File: src/rtl/jtframe_rom_pkg.sv
// Shared types and address helpers for the jtframe N-slot SDRAM ROM arbiter.
package jtframe_rom_pkg;

  localparam int SDRAM_AW = 22;

  typedef enum logic [1:0] {
    IDLE = 2'd0,
    REQ  = 2'd1,
    WAIT = 2'd2
  } state_e;

  // First SDRAM word of the 32-bit line holding a slot address (addr zero-extended).
  function automatic logic [SDRAM_AW-1:0] slot_word(
    input logic [SDRAM_AW-1:0] offset,
    input logic [31:0]         addr,
    input logic                is16
  );
    logic [31:0] w;
    w = is16 ? {addr[31:1], 1'b0} : {1'b0, addr[31:2], 1'b0};
    return offset + w[SDRAM_AW-1:0];
  endfunction

endpackage

File: src/rtl/jtframe_rom_nslot_cache.sv
// One-line (32-bit) cache for a single ROM slot: holds data/tag/valid and
// produces hit, ok and the 8/16-bit data view for the current address.
module jtframe_rom_nslot_cache #(
  parameter int AW   = 18,
  parameter bit IS16 = 1'b0
)(
  input  logic          clk,
  input  logic          rst_n,
  input  logic          clr,
  input  logic          cs,
  input  logic [AW-1:0] addr,
  input  logic          load,
  input  logic [AW-1:0] load_tag,
  input  logic [31:0]   load_data,
  output logic [AW-1:0] tag,
  output logic          hit,
  output logic          ok,
  output logic [15:0]   dout
);

  logic [31:0]   data_q, data_d;
  logic [AW-1:0] tag_q, tag_d;
  logic          valid_q, valid_d;

  // A 16-bit slot line covers two half-words, an 8-bit slot line four bytes.
  assign tag = IS16 ? (addr >> 1) : (addr >> 2);
  assign hit = valid_q && (tag_q == tag);
  assign ok  = cs && hit && !clr;

  always_comb begin
    if (IS16) dout = addr[0] ? data_q[31:16] : data_q[15:0];
    else      dout = {8'd0, data_q[8*addr[1:0] +: 8]};
  end

  always_comb begin
    data_d  = data_q;
    tag_d   = tag_q;
    valid_d = valid_q;
    if (clr) begin
      valid_d = 1'b0;
    end else if (load) begin
      data_d  = load_data;
      tag_d   = load_tag;
      valid_d = 1'b1;
    end
  end

  always_ff @(posedge clk or negedge rst_n) begin
    if (!rst_n) begin
      data_q  <= '0;
      tag_q   <= '0;
      valid_q <= 1'b0;
    end else begin
      data_q  <= data_d;
      tag_q   <= tag_d;
      valid_q <= valid_d;
    end
  end

endmodule

File: src/rtl/jtframe_rom_nslot.sv
// N-slot SDRAM ROM arbiter: per-slot one-line caches, misses arbitrated onto a
// single SDRAM read port in fixed-priority or round-robin order.
module jtframe_rom_nslot
  import jtframe_rom_pkg::*;
#(
  parameter int                        SLOTS   = 9,
  parameter int                        AW      = 18,
  parameter logic [SLOTS-1:0]          DW16    = SLOTS'(9'b1_0000_0010),
  parameter logic [SLOTS*SDRAM_AW-1:0] OFFSETS = {SLOTS{22'd0}},
  parameter bit                        RROBIN  = 1'b0
)(
  input  logic                  clk,
  input  logic                  rst_n,
  input  logic                  downloading,
  input  logic [SLOTS-1:0]      slot_cs,
  input  logic [SLOTS*AW-1:0]   slot_addr,
  output logic [SLOTS*16-1:0]   slot_dout,
  output logic [SLOTS-1:0]      slot_ok,
  output logic                  sdram_req,
  output logic [SDRAM_AW-1:0]   sdram_addr,
  input  logic                  sdram_ack,
  input  logic                  data_dst,
  input  logic                  data_rdy,
  input  logic [31:0]           data_read
);

  localparam int IW = (SLOTS > 1) ? $clog2(SLOTS) : 1;
  localparam bit RR = RROBIN && (SLOTS > 1);

  logic [SLOTS-1:0]               hit, miss;
  logic [SLOTS-1:0][AW-1:0]       tag_all;
  logic [SLOTS-1:0][SDRAM_AW-1:0] word_all;
  logic [SLOTS-1:0][15:0]         dout_all;

  state_e               state_q, state_d;
  logic [IW-1:0]        grant_q, grant_d, rr_q, rr_d, pick;
  logic                 found, load;
  logic                 req_q, req_d;
  logic [SDRAM_AW-1:0]  saddr_q, saddr_d;
  logic [AW-1:0]        rtag_q, rtag_d;

  // The burst strobe carries no information we need; capture is on data_rdy.
  logic unused_dst;
  assign unused_dst = data_dst;

  for (genvar i = 0; i < SLOTS; i++) begin : g_slot
    assign word_all[i] = slot_word(OFFSETS[SDRAM_AW*i +: SDRAM_AW],
                                   32'(slot_addr[AW*i +: AW]), DW16[i]);
    jtframe_rom_nslot_cache #(.AW(AW), .IS16(DW16[i])) u_cache (
      .clk       (clk),
      .rst_n     (rst_n),
      .clr       (downloading),
      .cs        (slot_cs[i]),
      .addr      (slot_addr[AW*i +: AW]),
      .load      (load && (grant_q == IW'(i))),
      .load_tag  (rtag_q),
      .load_data (data_read),
      .tag       (tag_all[i]),
      .hit       (hit[i]),
      .ok        (slot_ok[i]),
      .dout      (dout_all[i])
    );
  end

  assign slot_dout  = dout_all;
  assign miss       = slot_cs & ~hit;
  assign sdram_req  = req_q;
  assign sdram_addr = saddr_q;
  // Ack and data may coincide in REQ; the data is captured in that same cycle.
  assign load = !downloading && data_rdy &&
                ((state_q == WAIT) || (state_q == REQ && sdram_ack));

  // Round-robin scans cyclically from the slot after the last one served.
  always_comb begin
    int idx;
    pick  = '0;
    found = 1'b0;
    idx   = 0;
    for (int k = 0; k < SLOTS; k++) begin
      idx = RR ? (int'(rr_q) + 1 + k) % SLOTS : k;
      if (!found && miss[IW'(idx)]) begin
        pick  = IW'(idx);
        found = 1'b1;
      end
    end
  end

  always_ff @(posedge clk or negedge rst_n) begin
    if (!rst_n) state_q <= IDLE;
    else        state_q <= state_d;
  end

  always_comb begin
    state_d = state_q;
    if (downloading) begin
      state_d = IDLE;
    end else begin
      case (state_q)
        IDLE:    if (found)     state_d = REQ;
        REQ:     if (sdram_ack) state_d = data_rdy ? IDLE : WAIT;
        WAIT:    if (data_rdy)  state_d = IDLE;
        default:                state_d = IDLE;
      endcase
    end
  end

  always_comb begin
    grant_d = grant_q;
    rr_d    = rr_q;
    req_d   = req_q;
    saddr_d = saddr_q;
    rtag_d  = rtag_q;
    if (downloading) begin
      req_d = 1'b0;
    end else begin
      if (state_q == IDLE && found) begin
        grant_d = pick;
        saddr_d = word_all[pick];
        rtag_d  = tag_all[pick];
        req_d   = 1'b1;
      end
      if (state_q == REQ && sdram_ack) req_d = 1'b0;
      if (load) rr_d = grant_q;
    end
  end

  always_ff @(posedge clk or negedge rst_n) begin
    if (!rst_n) begin
      grant_q <= '0;
      rr_q    <= IW'(SLOTS - 1);
      req_q   <= 1'b0;
      saddr_q <= '0;
      rtag_q  <= '0;
    end else begin
      grant_q <= grant_d;
      rr_q    <= rr_d;
      req_q   <= req_d;
      saddr_q <= saddr_d;
      rtag_q  <= rtag_d;
    end
  end

endmodule
File: config.mk
export PLATFORM = sky130hd
export DESIGN_NAME = jtframe_rom_nslot
export DESIGN_NICKNAME = d
export VERILOG_FILES = /design/src/rtl/jtframe_rom_pkg.sv /design/src/rtl/jtframe_rom_nslot_cache.sv /design/src/rtl/jtframe_rom_nslot.sv
export SDC_FILE = /design/constraint.sdc
export NUM_CORES = 1
export LEC_CHECK = 0
export CAP_MARGIN = 20
export CELL_PAD_IN_SITES_DETAIL_PLACEMENT = 2
export CELL_PAD_IN_SITES_GLOBAL_PLACEMENT = 2
export CORE_MARGIN = 2
export CORE_UTILIZATION = 38
export DETAILED_ROUTE_END_ITERATION = 16
export PLACE_DENSITY = 0.85
export SYNTH_ARGS = -nofsm -noshare
export SYNTH_HDL_FRONTEND = slang
export SYNTH_HIERARCHICAL = 1
export SYNTH_SLANG_ARGS = --single-unit
File: constraint.sdc
create_clock -name clk -period 4.4 [get_ports clk]
set_clock_uncertainty 0.15 [all_clocks]
set_input_delay 0.66 -clock clk [delete_from_list [all_inputs] [get_ports clk]]
set_output_delay 0.66 -clock clk [all_outputs]
set_load 0.02 [all_outputs]
==> metrics.txt <==
WS Path Type in2out; worst flop-to-flop path startpoint g_slot[3].u_cache/tag_q[15]$_DFFE_PN0P_; hold_buf cts 0; Post-Place Worst Slack -54.8 ps; routed len/inst 29.0 um; outcome complete, but fails checks; IO Port Bufs 322; CTS Buffer Depth 3; startpoint types input pin; period utilization 92.3%; Final Net Count 2419; Slew headroom -232%; Hold Vio Cnt, Final 24; Reg-to-Reg End rtag_q[10]$_DFFE_PN0P_; sw frac 29.1%; Critical Path Fanout Max 3; Iter 0 DRT Violations 934; vias per inst 5.41; Hold WC Path Type in2async; Psw between 3000 and 4000 uW; Synth warnings 6; largest net degree at the start of global routing 111; final setup vio count 0; most common cell after layout, fill and taps aside dfrtp_1; layout cells sized above 1 32.2%; CP endpoint kind primary output; CTS Sinks 500; crit path to slot_ok[7]; initial antenna violation count 6; drc violations 0; dpl hpwl ~65000 um; Initial Util between 30% and 40%; Leak between 0.01 and 0.015 uW; GPL Wtd Cong 0.885; vias in the first global route 20046; FF-to-FF path depth 11; Num CTS Buffers 59; WP data arrival 3250 ps; Total GRT Usage around 26%; H-tree depth 2; CTS-repair resized insts 0; most frequent cells in the layout dfrtp_1 (500), mux2_2 (490), clkdlybuf4s50_1 (320); post-placement cell count approximately 3100; Pint between 9000 and 10000 uW; TritonCTS clock tree built; register-to-register setup slack 720 ps; first-pass GRT wire length ~140000 um; Reg power frac 42.6%; Vias 17258; Detailed Routing Iterations Pass 1 5; fmax 0.246 GHz; clock root buffer clkbuf_16; Non-Filler Instances between 3000 and 4000; Util after Layout a little under half; crit path from slot_addr[143]; worst-margin pin slew 4970 ps; Worst VDD drop 0.000368 V; area of the core approximately 0.07 mm^2; CTS clk-pin slew, worst paths 60 ps; Post-DRT Antenna Nets 0; violated checks hold timing, slew limit; Cell Pwr Density 420 mW/mm^2; fin worst setup slack ~340 ps; unrepaired setup endpoints after global routing no; num rows 96; Ports 385; max-cap violation count 0; Slew Viols, Final 53; Chip Width 268 um; Die Footprint 0.0718 mm^2; global route total overflow 0; Post-Syn Area per Cell roughly 13 um^2; Die Y about 270 um; clock power share 39.3%; Min Clock Period, post-route approximately 4100 ps; Netlist Area Pre-Place 0.0265 mm^2; final wirelength 92700 um; worst path required time 3590 ps; synthesized instance count 2034; synthesis-to-finish area growth 19.7%; minimum hold slack -77.7 ps; Combinational Power Share a little under a fifth; clk_lat worst skew 640 ps; Post-CTS Setup Repair Bufs 0
routing by layer:
layer	part of all wire [%]	GRT usage, %
met4	3.5	8.77
met5	0.066	0
met1	36	27.7
met3	5.1	5.43
met2	55	50.0
worst min-delay path by stage:
stage,from,end,slack [ps],cells past startpoint
after global placement,g_slot[8].u_cache/data_q[18]$_DFFE_PN0P_,g_slot[8].u_cache/data_q[18]$_DFFE_PN0P_,310,1
after global routing,rst_n,g_slot[2].u_cache/tag_q[13]$_DFFE_PN0P_,8,1
final,rst_n,g_slot[2].u_cache/tag_q[13]$_DFFE_PN0P_,-80,1
after floorplan,rst_n,g_slot[0].u_cache/data_q[0]$_DFFE_PN0P_,210,0
after detailed placement,g_slot[1].u_cache/data_q[7]$_DFFE_PN0P_,g_slot[1].u_cache/data_q[7]$_DFFE_PN0P_,330,1
after CTS,rst_n,g_slot[0].u_cache/data_q[7]$_DFFE_PN0P_,10,1
layout make-up:
class / instances / area [um^2]
clock buffers: 80 / 1710
inverters: 50 / 188
well taps: 931 / 1160
diodes: 2 / 5.00
clock inverters: 30 / 363
flip-flops and latches: 500 / 12500
repair buffers: 368 / 3780
fillers: 6592 / 37100
multi-input cells: 1231 / 12000
through the flow:
stage	setup TNS [ps]	cell area, um^2	power, uW
after CTS	0	31700	13400
final	0	31700	13300
after floorplan	0	26700	6900
after detailed placement	-373	29600	8070
after global routing	0	31700	13800
after global placement	0	29600	7870
sequential cells by signal, indices dropped and copies added, names as in the netlist:
register	count
g_slot.u_cache/data_q	288
g_slot.u_cache/tag_q	162
g_slot.u_cache/valid_q	9
grant_q	3
rtag_q	18
sdram_addr	17
sdram_req	1
state_q	2
worst max-delay path: stages:
cell and delay, ps:
clkdlybuf4s50_1 490, xor2_1 200, nor4_1 390, nand4_1 260
nor4_2 550, clkdlybuf4s50_1 700
power groups by stage:
| stage | Sequential (uW) | Clock [uW] | Combinational [uW] |
|---|---|---|---|
| after floorplan | 5490 | 0 | 1410 |
| after CTS | 5660 | 5330 | 2420 |
| after detailed placement | 5710 | 0 | 2360 |
| after global placement | 5620 | 0 | 2250 |
| after global routing | 5720 | 5500 | 2560 |
| final | 5660 | 5230 | 2410 |
Power figures use the tool's default switching activity.
